### src/rtl/skew_mem_ctrl.sv
// Address/enable sequencer for the systolic input buffer: parallel fill on write, skewed drain on read.
// Define SKEW_MEM_DBUF_EN for ping-pong banking (address MSB = bank, read/write run concurrently).
module skew_mem_ctrl #(
  parameter int SYS_ROW    = 16,
  parameter int ADDR_WIDTH = 8,
  parameter int DEPTH      = 128,
`ifdef SKEW_MEM_DBUF_EN
  localparam int AW = ADDR_WIDTH + 1
`else
  localparam int AW = ADDR_WIDTH
`endif
) (
  input  logic                    clk,
  input  logic                    rst,
  input  logic [ADDR_WIDTH:0]     num_row,
  input  logic [ADDR_WIDTH-1:0]   base_addr,
  input  logic                    wr_start,
  input  logic                    rd_start,
  output logic                    wr_busy,
  output logic                    rd_busy,
  output logic                    wr_done,
  output logic                    rd_done,
  output logic [SYS_ROW-1:0]      wr_en,
  output logic [SYS_ROW*AW-1:0]   wr_addr,
  output logic [SYS_ROW-1:0]      rd_en,
  output logic [SYS_ROW*AW-1:0]   rd_addr
);

  localparam int CNT_WIDTH = $clog2(DEPTH + SYS_ROW) + 1;
  localparam logic [ADDR_WIDTH:0]  DEPTH_N = (ADDR_WIDTH + 1)'(DEPTH);
  localparam logic [CNT_WIDTH-1:0] ONE     = CNT_WIDTH'(1);
  localparam logic [CNT_WIDTH-1:0] RD_TAIL = CNT_WIDTH'(SYS_ROW - 1);

  typedef enum logic [1:0] {IDLE, RUN, DONE} state_e;
  typedef struct packed {
    state_e wr;
    state_e rd;
  } fsm_t;

  // Handshake: a start is a one-cycle request honoured only while its FSM is IDLE and the
  // interlock allows it; a refused start is dropped. busy is high for every RUN cycle and
  // done pulses for exactly one cycle afterwards, with busy already low.
  fsm_t                  fsm_q, fsm_d;
  logic [CNT_WIDTH-1:0]  wr_cnt_q, wr_cnt_d, rd_cnt_q, rd_cnt_d;
  logic [CNT_WIDTH-1:0]  wr_n_q, wr_n_d, rd_n_q, rd_n_d;
  logic [ADDR_WIDTH-1:0] wr_base_q, wr_base_d, rd_base_q, rd_base_d;
  logic [CNT_WIDTH-1:0]  n_clamp;
  logic                  wr_accept, rd_accept;

  logic                  wr_busy_d, rd_busy_d, wr_done_d, rd_done_d;
  logic [SYS_ROW-1:0]    wr_en_d, rd_en_d;
  logic [SYS_ROW*AW-1:0] wr_addr_d, rd_addr_d;
  logic [CNT_WIDTH-1:0]  lane_row;
  logic [ADDR_WIDTH-1:0] row_addr;

  assign n_clamp = CNT_WIDTH'((num_row > DEPTH_N) ? DEPTH_N : num_row);

`ifdef SKEW_MEM_DBUF_EN
  logic wr_bank_q, rd_bank_q, rd_bank_d;

  assign wr_accept = wr_start && (fsm_q.wr == IDLE);
  assign rd_accept = rd_start && (fsm_q.rd == IDLE);
  assign rd_bank_d = rd_accept ? ~wr_bank_q : rd_bank_q;

  // The write bank flips as the write leaves DONE; a read keeps the bank it latched.
  always_ff @(posedge clk) begin
    if (rst) begin
      wr_bank_q <= 1'b0;
      rd_bank_q <= 1'b0;
    end else begin
      rd_bank_q <= rd_bank_d;
      if (fsm_q.wr == DONE) wr_bank_q <= ~wr_bank_q;
    end
  end
`else
  // Either FSM outside IDLE blocks the other; on a tie the write wins.
  assign wr_accept = wr_start && (fsm_q.wr == IDLE) && (fsm_q.rd == IDLE);
  assign rd_accept = rd_start && !wr_start && (fsm_q.rd == IDLE) && (fsm_q.wr == IDLE);
`endif

  always_comb begin
    fsm_d     = fsm_q;
    wr_cnt_d  = wr_cnt_q;
    wr_n_d    = wr_n_q;
    wr_base_d = wr_base_q;
    rd_cnt_d  = rd_cnt_q;
    rd_n_d    = rd_n_q;
    rd_base_d = rd_base_q;

    case (fsm_q.wr)
      IDLE: if (wr_accept) begin
        wr_n_d    = n_clamp;
        wr_base_d = base_addr;
        wr_cnt_d  = '0;
        fsm_d.wr  = (n_clamp == '0) ? DONE : RUN;
      end
      RUN: if (wr_cnt_q == wr_n_q - ONE) fsm_d.wr = DONE;
           else wr_cnt_d = wr_cnt_q + ONE;
      DONE:    fsm_d.wr = IDLE;
      default: fsm_d.wr = IDLE;
    endcase

    case (fsm_q.rd)
      IDLE: if (rd_accept) begin
        rd_n_d    = n_clamp;
        rd_base_d = base_addr;
        rd_cnt_d  = '0;
        fsm_d.rd  = (n_clamp == '0) ? DONE : RUN;
      end
      // The drain runs SYS_ROW-1 extra cycles so the last lane can finish its rows.
      RUN: if (rd_cnt_q == rd_n_q + RD_TAIL - ONE) fsm_d.rd = DONE;
           else rd_cnt_d = rd_cnt_q + ONE;
      DONE:    fsm_d.rd = IDLE;
      default: fsm_d.rd = IDLE;
    endcase
  end

  // Outputs are decoded from the next state so they can be registered without a cycle of lag.
  always_comb begin
    wr_busy_d = (fsm_d.wr == RUN);
    rd_busy_d = (fsm_d.rd == RUN);
    wr_done_d = (fsm_d.wr == DONE);
    rd_done_d = (fsm_d.rd == DONE);
    wr_en_d   = '0;
    wr_addr_d = '0;
    rd_en_d   = '0;
    rd_addr_d = '0;
    lane_row  = '0;
    row_addr  = wr_base_d + ADDR_WIDTH'(wr_cnt_d);

    if (fsm_d.wr == RUN) begin
      wr_en_d = '1;
      for (int i = 0; i < SYS_ROW; i++) begin
`ifdef SKEW_MEM_DBUF_EN
        wr_addr_d[i*AW +: AW] = {wr_bank_q, row_addr};
`else
        wr_addr_d[i*AW +: AW] = row_addr;
`endif
      end
    end

    for (int i = 0; i < SYS_ROW; i++) begin
      lane_row = rd_cnt_d - CNT_WIDTH'(i);
      if ((fsm_d.rd == RUN) && (rd_cnt_d >= CNT_WIDTH'(i)) && (lane_row < rd_n_d)) begin
        rd_en_d[i] = 1'b1;
`ifdef SKEW_MEM_DBUF_EN
        rd_addr_d[i*AW +: AW] = {rd_bank_d, rd_base_d + ADDR_WIDTH'(lane_row)};
`else
        rd_addr_d[i*AW +: AW] = rd_base_d + ADDR_WIDTH'(lane_row);
`endif
      end
    end
  end

  always_ff @(posedge clk) begin
    if (rst) begin
      fsm_q.wr  <= IDLE;
      fsm_q.rd  <= IDLE;
      wr_cnt_q  <= '0;
      wr_n_q    <= '0;
      wr_base_q <= '0;
      rd_cnt_q  <= '0;
      rd_n_q    <= '0;
      rd_base_q <= '0;
      wr_busy   <= 1'b0;
      rd_busy   <= 1'b0;
      wr_done   <= 1'b0;
      rd_done   <= 1'b0;
      wr_en     <= '0;
      wr_addr   <= '0;
      rd_en     <= '0;
      rd_addr   <= '0;
    end else begin
      fsm_q     <= fsm_d;
      wr_cnt_q  <= wr_cnt_d;
      wr_n_q    <= wr_n_d;
      wr_base_q <= wr_base_d;
      rd_cnt_q  <= rd_cnt_d;
      rd_n_q    <= rd_n_d;
      rd_base_q <= rd_base_d;
      wr_busy   <= wr_busy_d;
      rd_busy   <= rd_busy_d;
      wr_done   <= wr_done_d;
      rd_done   <= rd_done_d;
      wr_en     <= wr_en_d;
      wr_addr   <= wr_addr_d;
      rd_en     <= rd_en_d;
      rd_addr   <= rd_addr_d;
    end
  end

endmodule

### config.mk
export PLATFORM = sky130hd
export DESIGN_NAME = skew_mem_ctrl
export DESIGN_NICKNAME = d
export VERILOG_FILES = /design/src/rtl/skew_mem_ctrl.sv
export SDC_FILE = /design/constraint.sdc
export NUM_CORES = 1
export LEC_CHECK = 0
export CORE_UTILIZATION = 48
export CTS_CLUSTER_SIZE = 30
export DETAILED_ROUTE_END_ITERATION = 8
export PLACE_DENSITY = 0.76
export REMOVE_ABC_BUFFERS = 1
export SYNTH_ARGS = -nofsm -noshare
export SYNTH_HDL_FRONTEND = slang
export SYNTH_SLANG_ARGS = --single-unit
### constraint.sdc
create_clock -name clk -period 5.6 [get_ports clk]
set_clock_uncertainty 0.2 [all_clocks]
set_input_delay 1.12 -clock clk [delete_from_list [all_inputs] [get_ports clk]]
set_output_delay 1.12 -clock clk [all_outputs]
set_load 0.02 [all_outputs]
==> impl_metrics.env, run 1 <==
export IMPL_status="finished, final reports clean"
export IMPL_core_sq_um=31500
export IMPL_fin_crit_ns=5.27
export IMPL_final_min_period_over_clock_period=0.942
export IMPL_grt_pass1_vias=13100
export IMPL_max_stage_delay_ns=0.49
export IMPL_ctsHtreeMaxLevel=1
export IMPL_drv_cap=0
export IMPL_grt_busiest_layer="met2"
export IMPL_clk_latency_ns=0.52
export IMPL_cts_root_buf="clkbuf_16"
export IMPL_critPathArrivalTime_ns=5.52
export IMPL_pin_count=313
export IMPL_buffer_ports_inserted=312
export IMPL_dr_pass1_iters=5
export IMPL_cts_made_buffers=23
export IMPL_clockBufferDepth=3
export IMPL_multi_input_area_sq_um=9600
export IMPL_yosys_top_cells_count="ha_1, dfxtp_1, nor2_1"
export IMPL_dp_slack_ns=-0.0506
export IMPL_synth_area_leaders="dfxtp_1, ha_1, xnor2_1"
export IMPL_synthFlopType="dfxtp_1"
export IMPL_antenna_found_initial=0
export IMPL_nFillCells=2717
export IMPL_syn_instance_count=1800
export IMPL_relSlewSlack=0.365
export IMPL_grt_start_max_net_pins=58
export IMPL_dpl_cell_area_sq_um=18500
export IMPL_finalSetupTns_ns=0
export IMPL_ys_ff_latch=212
export IMPL_regToRegSetupSlack_ns=0.33
export IMPL_synthDistinctLibCells=70
export IMPL_yosysTopAreaCellShare=0.277
export IMPL_track_usage=0.286
export IMPL_cp_endpoint="rd_addr[118]"
export IMPL_drc=0
export IMPL_die_h_um=181
export IMPL_setup_violations=0
export IMPL_crit_fanout=9
export IMPL_slew_violations=0
export IMPL_crit_slowest_cell="o41a_1"
export IMPL_path_cells="inv_1, ha_1, nor2b_2, nor3_2, o2111ai_2, o41a_1, buf_4, a211oi_1, a31oi_2, buf_4, ha_1, buf_4, buf_4, a21oi_1, xnor2_1, ha_1, a21o_1, a21oi_1, nor2b_1, o21ai_0, nand2_1, a211o_1, nor2_1"
export IMPL_postCtsHoldBufs=0
export IMPL_ant_nets=0
export IMPL_totalWireLength_mm=47.5
export IMPL_dieWidth_um=181
export IMPL_initial_utilization=0.488
export IMPL_postLayoutCellArea_sq_um=19300
export IMPL_synth_seq_area_share=0.277
export IMPL_synth_edf_count=0
export IMPL_cts_sinks=212
export IMPL_path_clk_slew_ns=0.06
export IMPL_crit_path_frequent_cell="buf_4"
export IMPL_worst_pin_slew_ns=0.952
export IMPL_hold_violations=0
export IMPL_synth_most_common_cell="ha_1"
export IMPL_required_ns=5.85
export IMPL_drt_iter0_markers=826
export IMPL_hold_path_class="reg2reg"
export IMPL_via_per_inst=5.38
export IMPL_dp_hpwl_mm=36.8
export IMPL_wire_per_inst_um=19.2
export IMPL_rows=65
export IMPL_p_per_area_nw_per_um2=216
export IMPL_die_area_sq_um=32700
export IMPL_rr_endpoint="rd_addr[118]"
export IMPL_drive_gt1_frac=0.0845
export IMPL_r2r_start="rd_n_q[1]"
export IMPL_synth_area_leader_cell="dfxtp_1"
export IMPL_total_leakage_power_uw=0.00864
export IMPL_met1_usage=0.346
export IMPL_globalRouteMet3Util=0.0492
export IMPL_grt_pass1_wl_mm=72.8
export IMPL_syn_cell_area_sq_um=15300
export IMPL_dr_total_vias=13300
export IMPL_fin_nets=2298
export IMPL_antenna_cells=0
export IMPL_area_delta_synth_final_pct=25.9
export IMPL_cts_tree="done"
export IMPL_yosysWarnings=0
export IMPL_startpoint="rd_n_q[1]"
export IMPL_synthArstFlopShare=0
export IMPL_seq_area_sq_um=4240
export IMPL_max_freq_ghz=0.190
export IMPL_cp_end_kind="flop"
export IMPL_setup_ws_ns=0.325
export IMPL_gp_congestion=0.986
export IMPL_synth_avg_cell_area_sq_um=8.53
export IMPL_ir_worst_vdd_mv=0.218
export IMPL_met2_usage=0.506
export IMPL_critPathKind="reg2reg"
export IMPL_globalRouteOverflowTotal=0
export IMPL_reg2reg_depth=23
export IMPL_worst_setup_path_start_kind="flop"
## flip-flops by register name (all words and copies together) (netlist names)
register	count
wr_en	1
rd_en	16
wr_cnt_q	9
rd_cnt_q	9
rd_busy	1
rd_done	1
wr_done	1
rd_addr	128
wr_n_q	9
rd_n_q	9
wr_addr	8
fsm_q	4
rd_base_q	8
wr_base_q	8
## placed cells by master, fill, tap and decap left out, types with 25 or more instances in the layout
cell,synthesis,routed
xor2_1,40,40
nand3_1,33,33
nand4_1,25,25
ha_1,217,216
xnor2_1,170,168
nor2b_1,39,38
dfxtp_1,212,212
a21oi_1,119,119
nand2_1,122,122
nor2_1,212,212
clkdlybuf4s50_1,0,311
inv_1,83,83
buf_4,138,101
a21o_1,77,77
o21ai_0,37,37
## critical path, delay by kind of cell, from the launching register on
kind                     cells  cell delay (ns)
AO/OA/AOI/OAI                9             2.17
buffers and inverters        5             0.78
XOR/XNOR                     1             0.23
AND/OR/NAND/NOR              5             0.60
adder cells (fa/ha/maj)      3             0.82
flip-flops                   1             0.39
## logic make-up after synthesis
| logic type | Yosys count | share of synthesized area |
|---|---|---|
| and+or+nand+nor | 550 | 0.172 |
| AOI/OAI and AO/OA | 320 | 0.135 |
| buffers and inverters | 271 | 0.102 |
| adders and majority gates | 222 | 0.183 |
| DFF | 212 | 0.277 |
| xor gates and xnor gates | 211 | 0.121 |
| muxes | 14 | 0.00954 |
## metal layers
metal	part of all wire	wire length (um)
met3	0.069	3260
met2	0.48	22700
met1	0.42	20000
met4	0.034	1610
met5	0	0
## power breakdown
part | internal (uW) | switching [uW] | leakage [uW]
sequential | 1530 | 31.4 | 0.00171
clock | 890 | 618 | 0.000368
combinational | 481 | 619 | 0.00656
## through the flow
| step | power (uW) | instances | hold WS, ns | utilization |
|---|---|---|---|---|
| 3_5_place_dp | 2680 | 2427 | 0.258 | 0.588 |
| 3_3_place_gp | 2660 | 2427 | 0.251 | 0.588 |
| 6_report | 4170 | 2473 | 0.266 | 0.614 |
| 2_1_floorplan | 2280 | 1616 | 0.238 | - |
| 5_1_grt | 4350 | 2473 | 0.289 | 0.614 |
| 4_1_cts | 4190 | 2468 | 0.266 | 0.612 |
## worst min-delay path by stage
stage | startpoint | end | slack [ns] | depth (start not counted)
2_1_floorplan | rd_base_q[0] | rd_base_q[0] | 0.24 | 2
4_1_cts | rd_base_q[0] | rd_base_q[0] | 0.27 | 2
5_1_grt | wr_base_q[6] | wr_base_q[6] | 0.29 | 2
3_5_place_dp | rd_base_q[0] | rd_base_q[0] | 0.26 | 2
6_report | rd_base_q[0] | rd_base_q[0] | 0.27 | 2
3_3_place_gp | wr_base_q[3] | wr_base_q[3] | 0.25 | 2
## cell type report
type / instances / area share
multi-input combinational: 1317 / 0.497
sequential: 212 / 0.220
timing repair buffer: 414 / 0.202
clock buffer: 31 / 0.0329
tap: 402 / 0.0260
inverter: 87 / 0.0169
clock inverter: 10 / 0.00589
## repair_timing
item	4_1_cts	5_1_grt
buffers inserted	0	5
resized for setup	0	6
setup endpoints to repair	0	118
Power figures use the tool's default switching activity.
==> inputs of run 2 (changes only) <==
- SLEW_MARGIN: default -> 0
==> results of run 2 <==
No change in the layout: final DEF, timing and power equal those of run 1.
==> inputs of run 3 (changes only) <==
- CTS_CLUSTER_SIZE: 30 -> default
- PLACE_DENSITY: 0.76 -> 0.78
==> run 3 against run 2 <==
Effect of this change:
- wire length grew 1.7%
- clock power increased by 16%
- register-to-register slack worse by 0.04 ns
- sequential power is essentially flat
- core utilization grew 0.62 points
- first-iteration DRC count increased by 4.7%
- hold slack lost 0.0026 ns
- combinational power is essentially flat
- critical path depth is 1 higher
- critical path type unchanged
==> impl_metrics.env, run 3 (same netlist as run 1, synthesis figures left out) <==
export IMPL_status="finished, final reports clean"
export IMPL_pwr_share_seq=0.353
export IMPL_dieWidth_um=181
export IMPL_via_per_inst=5.42
export IMPL_core_sq_um=31500
export IMPL_reg_top3="rd_addr (128), rd_en (16)"
export IMPL_dp_hpwl_mm=37.3
export IMPL_cts_root_buf="clkbuf_16"
export IMPL_gp_congestion=1.01
export IMPL_die_h_um=181
export IMPL_final_cell_mix="clkdlybuf4s50_1, ha_1, nor2_1, dfxtp_1, xnor2_1"
export IMPL_max_stage_delay_ns=0.40
export IMPL_combinationalPowerShare=0.250
export IMPL_totalWireLength_mm=48.4
export IMPL_max_freq_ghz=0.188
export IMPL_dp_slack_ns=-0.197
export IMPL_swShare=0.300
export IMPL_finalSetupTns_ns=0
export IMPL_grt_pass1_vias=13400
export IMPL_area_delta_synth_final_pct=27.2
export IMPL_antenna_found_initial=0
export IMPL_globalRouteOverflowTotal=0
export IMPL_fin_crit_ns=5.32
export IMPL_largest_reg_flops=128
export IMPL_whs_ns=0.263
export IMPL_clkPwrFrac=0.397
export IMPL_dr_pass1_iters=5
export IMPL_cts_made_buffers=24
export IMPL_drive_gt1_frac=0.0912
export IMPL_die_area_sq_um=32700
export IMPL_clk_latency_ns=0.54
export IMPL_drt_iter0_markers=865
export IMPL_setup_violations=0
export IMPL_drv_cap=0
export IMPL_wire_per_inst_um=19.5
export IMPL_required_ns=5.87
export IMPL_ir_worst_vdd_mv=0.220
export IMPL_rows=65
export IMPL_grt_start_max_net_pins=58
export IMPL_setup_ws_ns=0.283
export IMPL_pin_count=313
export IMPL_worst_pin_slew_ns=1.08
export IMPL_ant_nets=0
export IMPL_critPathArrivalTime_ns=5.59
export IMPL_path_cells="inv_1, ha_1, nor2b_2, nor3_2, o2111ai_2, o41ai_4, buf_4, mux2_4, inv_2, buf_4, ha_1, xnor2_1, ha_1, a21o_1, a21o_1, a21o_1, a21o_1, a21oi_1, nor2b_1, o21ai_0, nand2_1, a211oi_1, buf_4, and2_1"
export IMPL_postCtsHoldBufs=0
export IMPL_p_per_area_nw_per_um2=226
export IMPL_cts_sinks=212
export IMPL_cts_tree="done"
export IMPL_drc=0
export IMPL_track_usage=0.290
export IMPL_crit_path_frequent_cell="a21o_1"
export IMPL_hold_violations=0
export IMPL_p_sw_uw=1330
export IMPL_hold_path_class="reg2reg"
export IMPL_cp_end_kind="flop"
export IMPL_multi_input_area_sq_um=9640
export IMPL_crit_fanout=9
export IMPL_total_leakage_power_uw=0.00869
export IMPL_nFillCells=2687
export IMPL_critPathKind="reg2reg"
export IMPL_dr_total_vias=13400
export IMPL_crit_slowest_cell="dfxtp_1"
export IMPL_top_register="rd_addr"
export IMPL_p_int_uw=3090
export IMPL_final_min_period_over_clock_period=0.950
export IMPL_worst_setup_path_start_kind="flop"
export IMPL_buffer_ports_inserted=312
export IMPL_path_clk_slew_ns=0.06
export IMPL_seq_area_sq_um=4240
export IMPL_grt_pass1_wl_mm=74.3
export IMPL_final_common_cell="clkdlybuf4s50_1"
export IMPL_slew_violations=0
export IMPL_initial_utilization=0.488
export IMPL_ctsHtreeMaxLevel=1
export IMPL_clockBufferDepth=3
export IMPL_fin_nets=2298
export IMPL_power_uw=4420
export IMPL_antenna_cells=0
export IMPL_relSlewSlack=0.282
==> run 3: layout make-up <==
cell class,count,share of cell area
multi-input combinational,1317,0.494
inverter,87,0.0167
clock buffer,29,0.0338
timing repair buffer,413,0.200
sequential,212,0.217
tap,402,0.0258
clock inverter,15,0.0123
==> run 3: per-stage QoR <==
stage               instances  area [sq um]   util
floorplan                1616         14100      -
global placement         2428         18500  0.588
detailed placement       2428         18500  0.588
CTS                      2472         19400  0.617
global route             2475         19500  0.620
finish                   2475         19500  0.620
==> run 3: power by group through the flow <==
stage / Clock [uW] / Sequential [uW] / Combinational [uW]
2_1_floorplan: 0 / 1680 / 603
3_3_place_gp: 0 / 1590 / 1060
3_5_place_dp: 0 / 1590 / 1080
4_1_cts: 1790 / 1560 / 1090
5_1_grt: 1840 / 1560 / 1200
6_report: 1750 / 1560 / 1100
==> run 3: critical path, delay by kind of cell (launching register included) <==
family	cells	cell delay, ns
AOI/OAI and AO/OA	9	1.81
adders and majority gates	3	0.86
buffers and inverters	5	0.75
and+or+nand+nor	5	0.60
DFF	1	0.40
muxes	1	0.37
xor gates and xnor gates	1	0.26
==> run 3: repair_timing <==
action,4_1_cts,5_1_grt
setup endpoints to repair,16,126
buffers inserted,0,3
resized for setup,2,15
pin swaps,0,3
==> run 3: path summary, 6_finish.rpt <==
path | start | endpoint | slack (ns) | cells past startpoint
max | rd_n_q[1] | rd_addr[59] | 0.28 | 24
min | wr_base_q[5] | wr_base_q[5] | 0.26 | 2
max reg2reg | rd_n_q[1] | rd_addr[59] | 0.28 | 24
min reg2reg | wr_base_q[5] | wr_base_q[5] | 0.26 | 2
==> run 3: layer usage <==
| metal | track usage | part of all wire | vias up |
|---|---|---|---|
| met2 | 0.504 | 0.47 | 556 |
| met1 | 0.356 | 0.42 | 6257 |
| li1 | - | - | 6480 |
| met3 | 0.0486 | 0.072 | 110 |
| met4 | 0.115 | 0.037 | 0 |
| met5 | 0 | 0 | - |
